==> config.mk <==
export PLATFORM = sky130hd
export DESIGN_NAME = cp0_exception_controller_flat
export DESIGN_NICKNAME = d
export VERILOG_FILES = /design/src/rtl/cp0_exception_controller_pkg.sv /design/src/rtl/cp0_exception_controller_if.sv /design/src/rtl/cp0_exception_controller_timer.sv /design/src/rtl/cp0_exception_controller.sv /design/src/flat_wrapper.sv
export SDC_FILE = /design/constraint.sdc
export NUM_CORES = 1
export LEC_CHECK = 0
export CORE_AREA = 2 2 211 109
export DETAILED_ROUTE_END_ITERATION = 7
export DIE_AREA = 0 0 213 111
export PLACE_DENSITY_LB_ADDON = 0.08
export SETUP_SLACK_MARGIN = 0.02
export SLEW_MARGIN = 15
export SYNTH_ARGS = -nofsm -noshare
export SYNTH_HDL_FRONTEND = slang
export SYNTH_SLANG_ARGS = --single-unit
export TNS_END_PERCENT = 5
==> constraint.sdc <==
create_clock -name clock -period 3 [get_ports clock]
set_input_delay 0.3 -clock clock [delete_from_list [all_inputs] [get_ports clock]]
set_output_delay 0.3 -clock clock [all_outputs]
set_load 0.005 [all_outputs]
==> src/rtl/cp0_exception_controller_pkg.sv <==
// CP0 register layouts, {rd,sel} addresses and ExcCode values shared by the
// exception controller, its timer and the pipeline.
package coprocessor0_params;

  // CP0 register addresses as {rd[4:0], sel[2:0]}
  localparam logic [7:0] CP0_BADVADDR = {5'd8,  3'd0};
  localparam logic [7:0] CP0_COUNT    = {5'd9,  3'd0};
  localparam logic [7:0] CP0_COMPARE  = {5'd11, 3'd0};
  localparam logic [7:0] CP0_STATUS   = {5'd12, 3'd0};
  localparam logic [7:0] CP0_CAUSE    = {5'd13, 3'd0};
  localparam logic [7:0] CP0_EPC      = {5'd14, 3'd0};

  // ExcCode values
  localparam logic [4:0] EXC_INT  = 5'd0;
  localparam logic [4:0] EXC_ADEL = 5'd4;
  localparam logic [4:0] EXC_ADES = 5'd5;
  localparam logic [4:0] EXC_SYS  = 5'd8;
  localparam logic [4:0] EXC_BP   = 5'd9;
  localparam logic [4:0] EXC_RI   = 5'd10;
  localparam logic [4:0] EXC_OV   = 5'd12;

  typedef struct packed {
    logic [8:0] rsvd_hi;   // 31:23
    logic       bev;       // 22
    logic [5:0] rsvd_mid;  // 21:16
    logic [7:0] im;        // 15:8
    logic [5:0] rsvd_lo;   // 7:2
    logic       exl;       // 1
    logic       ie;        // 0
  } status_t;

  typedef struct packed {
    logic        bd;       // 31
    logic        ti;       // 30
    logic [13:0] rsvd_hi;  // 29:16
    logic [7:0]  ip;       // 15:8
    logic        rsvd_mid; // 7
    logic [4:0]  exc_code; // 6:2
    logic [1:0]  rsvd_lo;  // 1:0
  } cause_t;

  typedef struct packed { logic [31:0] value; } epc_t;
  typedef struct packed { logic [31:0] value; } badvaddr_t;
  typedef struct packed { logic [31:0] value; } count_t;
  typedef struct packed { logic [31:0] value; } compare_t;

endpackage

==> src/rtl/cp0_exception_controller_if.sv <==
// Writeback-stage / fetch-redirect bundle between the pipeline (master) and
// the CP0 exception controller (slave).
interface cp0_exception_controller_if;
  logic        wb_valid;
  logic        wb_exception;
  logic [4:0]  wb_exc_code;
  logic        wb_in_delay_slot;
  logic [31:0] wb_pc;
  logic        wb_badvaddr_valid;
  logic [31:0] wb_badvaddr;
  logic        wb_eret;
  logic        wb_mtc0;
  logic [7:0]  cp0_addr;
  logic [31:0] cp0_wdata;
  logic [31:0] cp0_rdata;
  logic [5:0]  hw_int;
  logic        int_pending;
  logic        flush;
  logic [31:0] flush_target;
  logic        status_exl;

  modport master (
    output wb_valid, wb_exception, wb_exc_code, wb_in_delay_slot, wb_pc,
           wb_badvaddr_valid, wb_badvaddr, wb_eret, wb_mtc0, cp0_addr,
           cp0_wdata, hw_int,
    input  cp0_rdata, int_pending, flush, flush_target, status_exl
  );

  modport slave (
    input  wb_valid, wb_exception, wb_exc_code, wb_in_delay_slot, wb_pc,
           wb_badvaddr_valid, wb_badvaddr, wb_eret, wb_mtc0, cp0_addr,
           cp0_wdata, hw_int,
    output cp0_rdata, int_pending, flush, flush_target, status_exl
  );
endinterface

==> src/rtl/cp0_exception_controller_timer.sv <==
// Count/Compare timer: prescaler, Count, Compare and the sticky timer
// interrupt flag. Write strobes come from the controller's mtc0 decode.
module cp0_timer
  import coprocessor0_params::*;
#(
  parameter int COUNT_DIVIDE = 2
) (
  input  logic        clock,
  input  logic        reset,
  input  logic        count_we,
  input  logic        compare_we,
  input  logic [31:0] wdata,
  output count_t      count,
  output compare_t    compare,
  output logic        ti
);

  localparam int DIV_W = (COUNT_DIVIDE > 1) ? $clog2(COUNT_DIVIDE) : 1;

  logic [DIV_W-1:0] div_reg;
  count_t           count_reg;
  compare_t         compare_reg;
  logic             ti_reg;
  logic             tick;
  logic [31:0]      count_next;
  logic             count_change;

  assign tick = (div_reg == DIV_W'(COUNT_DIVIDE - 1));

  // Next Count value: a software write beats the prescaler increment
  always_comb begin
    count_next   = count_reg.value;
    count_change = 1'b0;
    if (count_we) begin
      count_next   = wdata;
      count_change = 1'b1;
    end else if (tick) begin
      count_next   = count_reg.value + 32'd1;
      count_change = 1'b1;
    end
  end

  // Prescaler, Count, Compare and TI; a Compare write clears TI even on a match
  always_ff @(posedge clock) begin
    if (reset) begin
      div_reg     <= '0;
      count_reg   <= '0;
      compare_reg <= '0;
      ti_reg      <= 1'b0;
    end else begin
      div_reg         <= (count_we || tick) ? '0 : div_reg + 1'b1;
      count_reg.value <= count_next;
      if (compare_we) begin
        compare_reg.value <= wdata;
        ti_reg            <= 1'b0;
      end else if (count_change && (count_next == compare_reg.value)) begin
        ti_reg <= 1'b1;
      end
    end
  end

  assign count   = count_reg;
  assign compare = compare_reg;
  assign ti      = ti_reg;

endmodule

==> src/rtl/cp0_exception_controller.sv <==
// CP0 exception controller: commits interrupts, exceptions, eret and mtc0 from
// writeback, serves mfc0 reads, and issues a registered flush/redirect.
module cp0_exception_controller
  import coprocessor0_params::*;
#(
  parameter logic [31:0] BEV_VECTOR    = 32'hBFC00380,
  parameter logic [31:0] NORMAL_VECTOR = 32'h80000180,
  parameter int          COUNT_DIVIDE  = 2
) (
  input  logic                        clock,
  input  logic                        reset,
  cp0_exception_controller_if.slave   bus
);

  logic [7:0]  im_reg;
  logic        exl_reg;
  logic        ie_reg;
  logic        bd_reg;
  logic [4:0]  exc_code_reg;
  logic [1:0]  ip_sw_reg;
  logic [5:0]  ip_hw_reg;
  epc_t        epc_reg;
  badvaddr_t   badvaddr_reg;
  logic        flush_reg;
  logic [31:0] flush_target_reg;

  count_t      count;
  compare_t    compare;
  logic        ti;
  status_t     status;
  cause_t      cause;
  logic [7:0]  ip;
  logic        int_pending;
  logic        take_int, take_exc, take_eret, take_mtc0;
  logic [4:0]  event_code;

  assign ip          = {ip_hw_reg[5] | ti, ip_hw_reg[4:0], ip_sw_reg};
  assign int_pending = ie_reg & ~exl_reg & (|(ip & im_reg));

  // Only the highest-priority event in a retiring slot acts
  assign take_int   = bus.wb_valid & int_pending;
  assign take_exc   = bus.wb_valid & ~int_pending & bus.wb_exception;
  assign take_eret  = bus.wb_valid & ~int_pending & ~bus.wb_exception & bus.wb_eret;
  assign take_mtc0  = bus.wb_valid & ~int_pending & ~bus.wb_exception & ~bus.wb_eret
                      & bus.wb_mtc0;
  assign event_code = take_int ? EXC_INT : bus.wb_exc_code;

  cp0_timer #(.COUNT_DIVIDE(COUNT_DIVIDE)) u_timer (
    .clock      (clock),
    .reset      (reset),
    .count_we   (take_mtc0 && (bus.cp0_addr == CP0_COUNT)),
    .compare_we (take_mtc0 && (bus.cp0_addr == CP0_COMPARE)),
    .wdata      (bus.cp0_wdata),
    .count      (count),
    .compare    (compare),
    .ti         (ti)
  );

  // Assemble architectural Status/Cause views from the stored fields
  always_comb begin
    status        = '0;
    status.bev    = 1'b1;
    status.im     = im_reg;
    status.exl    = exl_reg;
    status.ie     = ie_reg;
    cause          = '0;
    cause.bd       = bd_reg;
    cause.ti       = ti;
    cause.ip       = ip;
    cause.exc_code = exc_code_reg;
  end

  // mfc0 read mux; unmapped addresses read as zero
  always_comb begin
    bus.cp0_rdata = 32'd0;
    case (bus.cp0_addr)
      CP0_BADVADDR: bus.cp0_rdata = badvaddr_reg.value;
      CP0_COUNT:    bus.cp0_rdata = count.value;
      CP0_COMPARE:  bus.cp0_rdata = compare.value;
      CP0_STATUS:   bus.cp0_rdata = status;
      CP0_CAUSE:    bus.cp0_rdata = cause;
      CP0_EPC:      bus.cp0_rdata = epc_reg.value;
      default:      bus.cp0_rdata = 32'd0;
    endcase
  end

  // Commit sequencing, interrupt line sampling and registered flush/redirect
  always_ff @(posedge clock) begin
    if (reset) begin
      im_reg           <= '0;
      exl_reg          <= 1'b0;
      ie_reg           <= 1'b0;
      bd_reg           <= 1'b0;
      exc_code_reg     <= '0;
      ip_sw_reg        <= '0;
      ip_hw_reg        <= '0;
      epc_reg          <= '0;
      badvaddr_reg     <= '0;
      flush_reg        <= 1'b0;
      flush_target_reg <= '0;
    end else begin
      ip_hw_reg <= bus.hw_int;
      flush_reg <= take_int | take_exc | take_eret;
      if (take_int || take_exc) begin
        // A nested exception keeps the EPC/BD of the original one
        if (!exl_reg) begin
          epc_reg.value <= bus.wb_in_delay_slot ? bus.wb_pc - 32'd4 : bus.wb_pc;
          bd_reg        <= bus.wb_in_delay_slot;
        end
        exl_reg      <= 1'b1;
        exc_code_reg <= event_code;
        if (take_exc && bus.wb_badvaddr_valid) begin
          badvaddr_reg.value <= bus.wb_badvaddr;
        end
        flush_target_reg <= status.bev ? BEV_VECTOR : NORMAL_VECTOR;
      end else if (take_eret) begin
        exl_reg          <= 1'b0;
        flush_target_reg <= epc_reg.value;
      end else if (take_mtc0) begin
        case (bus.cp0_addr)
          CP0_STATUS: begin
            im_reg  <= bus.cp0_wdata[15:8];
            exl_reg <= bus.cp0_wdata[1];
            ie_reg  <= bus.cp0_wdata[0];
          end
          CP0_CAUSE: ip_sw_reg     <= bus.cp0_wdata[9:8];
          CP0_EPC:   epc_reg.value <= bus.cp0_wdata;
          default:   ;
        endcase
      end
    end
  end

  assign bus.int_pending  = int_pending;
  assign bus.flush        = flush_reg;
  assign bus.flush_target = flush_target_reg;
  assign bus.status_exl   = exl_reg;

endmodule

==> src/flat_wrapper.sv <==
// flat-port wrapper written by rule: the top's interface ports become plain ports
module cp0_exception_controller_flat import coprocessor0_params::*;
#(
  parameter logic [31:0] BEV_VECTOR    = 32'hBFC00380,
  parameter logic [31:0] NORMAL_VECTOR = 32'h80000180,
  parameter int          COUNT_DIVIDE  = 2
)
  (clock, reset, bus_wb_valid, bus_wb_exception, bus_wb_exc_code, bus_wb_in_delay_slot, bus_wb_pc, bus_wb_badvaddr_valid, bus_wb_badvaddr, bus_wb_eret, bus_wb_mtc0, bus_cp0_addr, bus_cp0_wdata, bus_hw_int, bus_cp0_rdata, bus_int_pending, bus_flush, bus_flush_target, bus_status_exl);
  cp0_exception_controller_if bus_i ();
  input  logic clock;
  input  logic reset;
  input wire logic [$bits(bus_i.wb_valid)-1:0] bus_wb_valid;
  input wire logic [$bits(bus_i.wb_exception)-1:0] bus_wb_exception;
  input wire logic [$bits(bus_i.wb_exc_code)-1:0] bus_wb_exc_code;
  input wire logic [$bits(bus_i.wb_in_delay_slot)-1:0] bus_wb_in_delay_slot;
  input wire logic [$bits(bus_i.wb_pc)-1:0] bus_wb_pc;
  input wire logic [$bits(bus_i.wb_badvaddr_valid)-1:0] bus_wb_badvaddr_valid;
  input wire logic [$bits(bus_i.wb_badvaddr)-1:0] bus_wb_badvaddr;
  input wire logic [$bits(bus_i.wb_eret)-1:0] bus_wb_eret;
  input wire logic [$bits(bus_i.wb_mtc0)-1:0] bus_wb_mtc0;
  input wire logic [$bits(bus_i.cp0_addr)-1:0] bus_cp0_addr;
  input wire logic [$bits(bus_i.cp0_wdata)-1:0] bus_cp0_wdata;
  input wire logic [$bits(bus_i.hw_int)-1:0] bus_hw_int;
  output wire logic [$bits(bus_i.cp0_rdata)-1:0] bus_cp0_rdata;
  output wire logic [$bits(bus_i.int_pending)-1:0] bus_int_pending;
  output wire logic [$bits(bus_i.flush)-1:0] bus_flush;
  output wire logic [$bits(bus_i.flush_target)-1:0] bus_flush_target;
  output wire logic [$bits(bus_i.status_exl)-1:0] bus_status_exl;
  assign bus_i.wb_valid = bus_wb_valid;
  assign bus_i.wb_exception = bus_wb_exception;
  assign bus_i.wb_exc_code = bus_wb_exc_code;
  assign bus_i.wb_in_delay_slot = bus_wb_in_delay_slot;
  assign bus_i.wb_pc = bus_wb_pc;
  assign bus_i.wb_badvaddr_valid = bus_wb_badvaddr_valid;
  assign bus_i.wb_badvaddr = bus_wb_badvaddr;
  assign bus_i.wb_eret = bus_wb_eret;
  assign bus_i.wb_mtc0 = bus_wb_mtc0;
  assign bus_i.cp0_addr = bus_cp0_addr;
  assign bus_i.cp0_wdata = bus_cp0_wdata;
  assign bus_i.hw_int = bus_hw_int;
  assign bus_cp0_rdata = bus_i.cp0_rdata;
  assign bus_int_pending = bus_i.int_pending;
  assign bus_flush = bus_i.flush;
  assign bus_flush_target = bus_i.flush_target;
  assign bus_status_exl = bus_i.status_exl;
  cp0_exception_controller #(.BEV_VECTOR(BEV_VECTOR), .NORMAL_VECTOR(NORMAL_VECTOR), .COUNT_DIVIDE(COUNT_DIVIDE)) u_core (.clock(clock), .reset(reset), .bus(bus_i));
endmodule
==> impl_metrics.toml, run 1 <==
[synth]
yosys.area.top_type = "dfxtp_1"
synth_area_sq_um = 9723
synth_top_area_share_pct = 38.50
synth-edff-count = 0
synth_top_family_by_area = "simple AND/OR/NAND/NOR gates"
synth.area.top_cells = "dfxtp_1, nand2_1, nor2_1, mux2i_1, a21oi_1"
ys_seq_area_share_pct = 38.50
synth_mux_area_share_pct = 6.022
yosysMostFrequentCell = "nand2_1"
synth-seq-cells = 187
synthXorXnorAreaFrac_pct = 6.125
synth_simple_gate_area_share_pct = 25.66
synth_flop_cell = "dfxtp_1"
yosysWarnings = 0
async_flop_share_pct = 0
synth_top_cells_by_count = "nand2_1, dfxtp_1, nor2_1"
synthCells = 1236
avgSynthCellArea_sq_um = 7.867
synthesis.nets = 1361
yosysUniqueCellTypes = 69
synthAdderAreaFrac_pct = 0.2574
synth_compound_area_share_pct = 19.07

[sta]
setup_viol = 1
grt_setup_unrepaired = "yes"
slew_violations = 0
hold_viol = 0
setup_ws_ps = -54.25
tightest_slew_ps = 734.6
period_share_pct = 101.8
fmax_mhz = 327.4
setup_tns_ps = -54.25
relSlewSlack_pct = 50.73
skew_ps = 9.935
period_minus_slack_ps = 3054

[flow_run]
drv_cap = 0

[placement]
dpl.hpwl_microns = 30870
gp_congestion = 1.020
port_buffers = 189
dp_cells = 1790

[global_route]
grt_max_degree = 87
grt_pass1_vias = 9731
antenna_found_initial = 1
grt_usage_pct = 34.48
grt_pass1_wl_microns = 60270
overflow = 0

[clocking]
postCtsHoldBufs = 0
clockRootBuffer = "clkbuf_16"
htree_levels = 4
worstSkewPairLatency_ps = 450
clkTransAtPathRegs_ps = 70
numCtsBuffers = 17
clock-sinks = 187
cts_tree = "done"
clock_path_buffers = 2

[route]
route.vias.total = 10545
routed_via_density = 5.775
first_pass_iters = 8
dr.first_iter.drc_count = 1440
final_antenna_net_count = 0
routed_wl_microns = 40260
wl_per_cell_microns = 22.05
drc = 1

[critical_path]
critPathMaxFanout = 4
cp-end-kind = "flip-flop"
cpMaxStageDelayCell = "or4_1"
worstPathRequired_ps = 3380
critical-path-top-delay-family = "simple AND/OR/NAND/NOR gates"
path_cells = "buf_4, nand4_1, buf_6, nor4_4, buf_4, nand3_1, mux2_4, or3b_2, a32oi_1, nand4_1, or4_1, o21ai_1"
start_kind = "flip-flop"
cp.arrival_ps = 3430
crit_type = "reg -> reg"
critPathBufInv = 3
crit_path_max_incr_delay_ps = 530

[worst_hold_path]
worstHoldPathType = "in -> reg"

[power]
ir_drop_uv = 306.8
powerDensity_nw_per_um2 = 404.4
power.leakage_nw = 5.107

[cells_and_area]
fin_cells = 1826
fillers = 2002
area_delta_synth_final_pct = 41.27
layout-drive-gt1-share_pct = 15.74
design.final.nets = 1631

[die]
die_area_sq_um = 23640
num_io_pins = 190
die_w_microns = 213
std_cell_rows = 39
fp.dieH_microns = 111
core_area_sq_um = 22110
start_util_pct = 43.99

[run_status]
violations = "DRC, setup timing"
status = "complete, but fails checks"
-- what timing repair did --
action                                  in CTS  in global routing
setup buffers                                4                  0
gates resized for setup                     29                 19
pin swaps                                    8                  2
endpoints found under the setup margin       5                 31
-- power breakdown --
group,switching [mW],internal [mW],total (mW)
combinational,0.317,0.299,0.616
clock,0.991,1.36,2.35
sequential,0.0496,2.54,2.59
-- per-stage QoR --
step | setup WS [ps] | utilization, % | hold WS [ps] | power (mW) | instance area [sq um]
3_5_place_dp | -342.4 | 58.48 | 448.4 | 3.241 | 12930
6_report | -54.25 | 62.14 | 294.1 | 5.554 | 13740
5_1_grt | -141.8 | 62.13 | 290.1 | 5.752 | 13730
3_3_place_gp | -381.8 | 58.48 | 444.0 | 3.239 | 12930
4_1_cts | -5.382 | 61.83 | 272.5 | 5.568 | 13670
2_1_floorplan | 47.28 | - | 428.2 | 2.854 | 9723
-- path summary, 6_finish.rpt --
check	startpoint	endpoint	slack, ps	depth (start not counted)
max	u_core.u_timer.count[1]$_SDFF_PP0_	u_core.u_timer.ti$_SDFFE_PP0P_	-50	12
min	reset	u_core.epc_reg[31]$_SDFFE_PP0P_	290	2
max reg2reg	u_core.u_timer.count[1]$_SDFF_PP0_	u_core.u_timer.ti$_SDFFE_PP0P_	-50	12
min reg2reg	u_core.bus.flush_target[21]$_SDFFE_PP0P_	u_core.bus.flush_target[21]$_SDFFE_PP0P_	460	2
-- kinds of logic after synthesis --
group           after synthesis
compound gates              274
xor+xnor                     68
fa+ha+maj                     2
buf+inv                     108
flops                       187
mux                          58
simple gates                539
-- layout make-up --
type                            count  area (sq um)  share of cell area, %
Multi-Input combinational cell    941          5722                  41.66
Sequential cell                   187          3757                  27.35
Timing Repair Buffer              342          3206                  23.34
Clock buffer                       26         519.2                  3.780
Tap cell                          307         384.1                  2.796
Clock inverter                      5         81.33                 0.5921
Inverter                           17         63.81                 0.4646
Antenna cell                        1         2.502                0.01822
-- cell usage in the layout, fill, tap and decap left out, drive strengths merged, types with 5 or more instances in the layout --
cell | synthesis | layout
a211oi | 44 | 44
a21oi | 93 | 93
a222oi | 22 | 22
a22o | 5 | 5
a22oi | 36 | 36
a31oi | 14 | 14
and2 | 8 | 8
and3 | 14 | 14
buf | 8 | 154
clkbuf | 83 | 26
clkdlybuf4s50 | 0 | 187
dfxtp | 187 | 187
inv | 17 | 17
mux2i | 54 | 54
nand2 | 216 | 216
nand2b | 8 | 8
nand3 | 27 | 27
nand4 | 16 | 16
nor2 | 158 | 158
nor2b | 13 | 13
nor3 | 33 | 33
nor4 | 16 | 16
o2111ai | 5 | 5
o21ai | 21 | 21
or4 | 9 | 9
xnor2 | 42 | 42
xor2 | 26 | 26
-- layer usage --
metal	vias up	global-route usage [%]	wire length (microns)
li1	4935	-	-
met4	0	8.531	684
met3	38	11.02	4324
met1	5036	53.53	19840
met2	536	44.63	15400
met5	-	0	0
No activity file was read; power rests on OpenSTA's default activity.
==> run 2: changes to the inputs <==
SKIP_CTS_REPAIR_TIMING = 1   (was unset)
==> run 2 against run 1 <==
Effect of this change: the flow still finishes with violations (DRC, setup timing); via count up 0.11%; critical endpoint unchanged; non-clock buffer count unchanged; worst hold slack hardly changed; count of clock-buffer cells in the layout did not move; routed wire length about the same; power barely moved; critical path depth down 1; cell count is essentially flat.
==> impl_metrics.toml, run 2 (synthesis gave the netlist of run 1 again) <==
[run_status]
status = "complete, but fails checks"
violations = "DRC, setup timing"

[route]
drc = 10
routed_wl_microns = 40290
final_antenna_net_count = 0
route.vias.total = 10557
wl_per_cell_microns = 22.08
first_pass_iters = 8
dr.first_iter.drc_count = 1392
routed_via_density = 5.785

[sta]
hold_viol = 0
period_share_pct = 103.1
slew_violations = 0
grt_setup_unrepaired = "yes"
period_minus_slack_ps = 3094
setup_ws_ps = -94.45
setup_tns_ps = -94.45
relSlewSlack_pct = 49.65
fmax_mhz = 323.2
whs_ps = 294.1
tightest_slew_ps = 750.7
skew_ps = 9.964
setup_viol = 1

[clocking]
numCtsBuffers = 17
clock_path_buffers = 2
clockRootBuffer = "clkbuf_16"
htree_levels = 4
clock-sinks = 187
worstSkewPairLatency_ps = 450
clkTransAtPathRegs_ps = 70
cts_tree = "done"

[cells_and_area]
final_cell_mix = "nand2_1, clkdlybuf4s50_1, dfxtp_1"
antennaDiodeCount = 0
layout-drive-gt1-share_pct = 15.68
area_delta_synth_final_pct = 41.44
fin_cells = 1825
design.final.nets = 1631
layout_commonest_cell = "nand2_1"
stdcell_area_sq_um = 13750
fillers = 2009

[placement]
dp_cells = 1790
gp_congestion = 1.020
dpl.hpwl_microns = 30870
port_buffers = 189
dp_slack_ps = -342.4
placed_cell_area_sq_um = 12930

[critical_path]
cpMaxStageDelayCell = "or4_4"
crit_type = "reg -> reg"
critPathMaxFanout = 8
crit_path_max_incr_delay_ps = 550
worstPathRequired_ps = 3380
start_kind = "flip-flop"
critPathBufInv = 1
cp-end-kind = "flip-flop"
cpMostUsedCell = "or4_1"
cp.arrival_ps = 3480
path_cells = "ha_2, nand3_4, or4_4, buf_8, o21a_1, a211oi_2, or2_4, o2bb2ai_1, or4_1, or4_1, o21ai_1"
critical-path-top-delay-family = "simple AND/OR/NAND/NOR gates"

[die]
fp.dieH_microns = 111
num_io_pins = 190
core_area_sq_um = 22110
die_w_microns = 213
start_util_pct = 43.99
std_cell_rows = 39
die_area_sq_um = 23640

[power]
power.leakage_nw = 5.099
powerDensity_nw_per_um2 = 403.6
ir_drop_uv = 303.7

[global_route]
overflow = 0
antenna_found_initial = 1
grt_pass1_wl_microns = 59980
grt_usage_pct = 34.33
grt_max_degree = 87
grt_pass1_vias = 9678

[worst_hold_path]
worstHoldPathType = "in -> reg"

[flow_run]
drv_cap = 0
## run 2: cell type report
cell class                 count  area [sq um]  area share (%)
clock inverter                 5         81.33          0.5914
clock buffer                  26         519.2           3.776
sequential                   187          3754           27.30
multi-input combinational    941          5744           41.77
inverter                      17         63.81          0.4640
timing repair buffer         342          3206           23.31
tap                          307         384.1           2.793
## run 2: through the flow
step / power [mW] / util [%]
2_1_floorplan: 2.854 / -
3_5_place_dp: 3.241 / 58.48
5_1_grt: 5.752 / 62.21
6_report: 5.550 / 62.21
4_1_cts: 5.565 / 61.20
3_3_place_gp: 3.239 / 58.48
## run 2: power by group
part	total (mW)	leakage, nW	switching [mW]	internal [mW]
clock	2.34	0.293	0.987	1.36
combinational	0.616	3.29	0.318	0.298
sequential	2.59	1.52	0.0498	2.54
total	5.55	5.10	1.35	4.20
## run 2: path summary, 6_finish.rpt
| path | depth (start not counted) | slack, ps | startpoint | end |
|---|---|---|---|---|
| worst min-delay path | 2 | 290 | reset | u_core.epc_reg[4]$_SDFFE_PP0P_ |
| worst max register to register | 11 | -90 | u_core.u_timer.count[0]$_SDFF_PP0_ | u_core.u_timer.ti$_SDFFE_PP0P_ |
| worst min register to register | 2 | 460 | u_core.bus.flush_target[21]$_SDFFE_PP0P_ | u_core.bus.flush_target[21]$_SDFFE_PP0P_ |
| worst max-delay path | 11 | -90 | u_core.u_timer.count[0]$_SDFF_PP0_ | u_core.u_timer.ti$_SDFFE_PP0P_ |
## run 2: worst reg2reg max path, stage by stage, from the launching register on
cell and delay [ps]:
dfxtp_2 330, ha_2 200, nand3_4 100, or4_4 550
buf_8 170, o21a_1 180, a211oi_2 180, or2_4 160
o2bb2ai_1 60, or4_1 540, or4_1 420, o21ai_1 130
## run 2: per-layer routing
| metal | vias up | track usage [%] | part of all wire [%] |
|---|---|---|---|
| li1 | 4924 | - | - |
| met1 | 5006 | 53.18 | 48 |
| met2 | 583 | 43.95 | 38 |
| met3 | 44 | 11.47 | 12 |
| met4 | 0 | 9.044 | 1.8 |
| met5 | - | 0 | 0 |
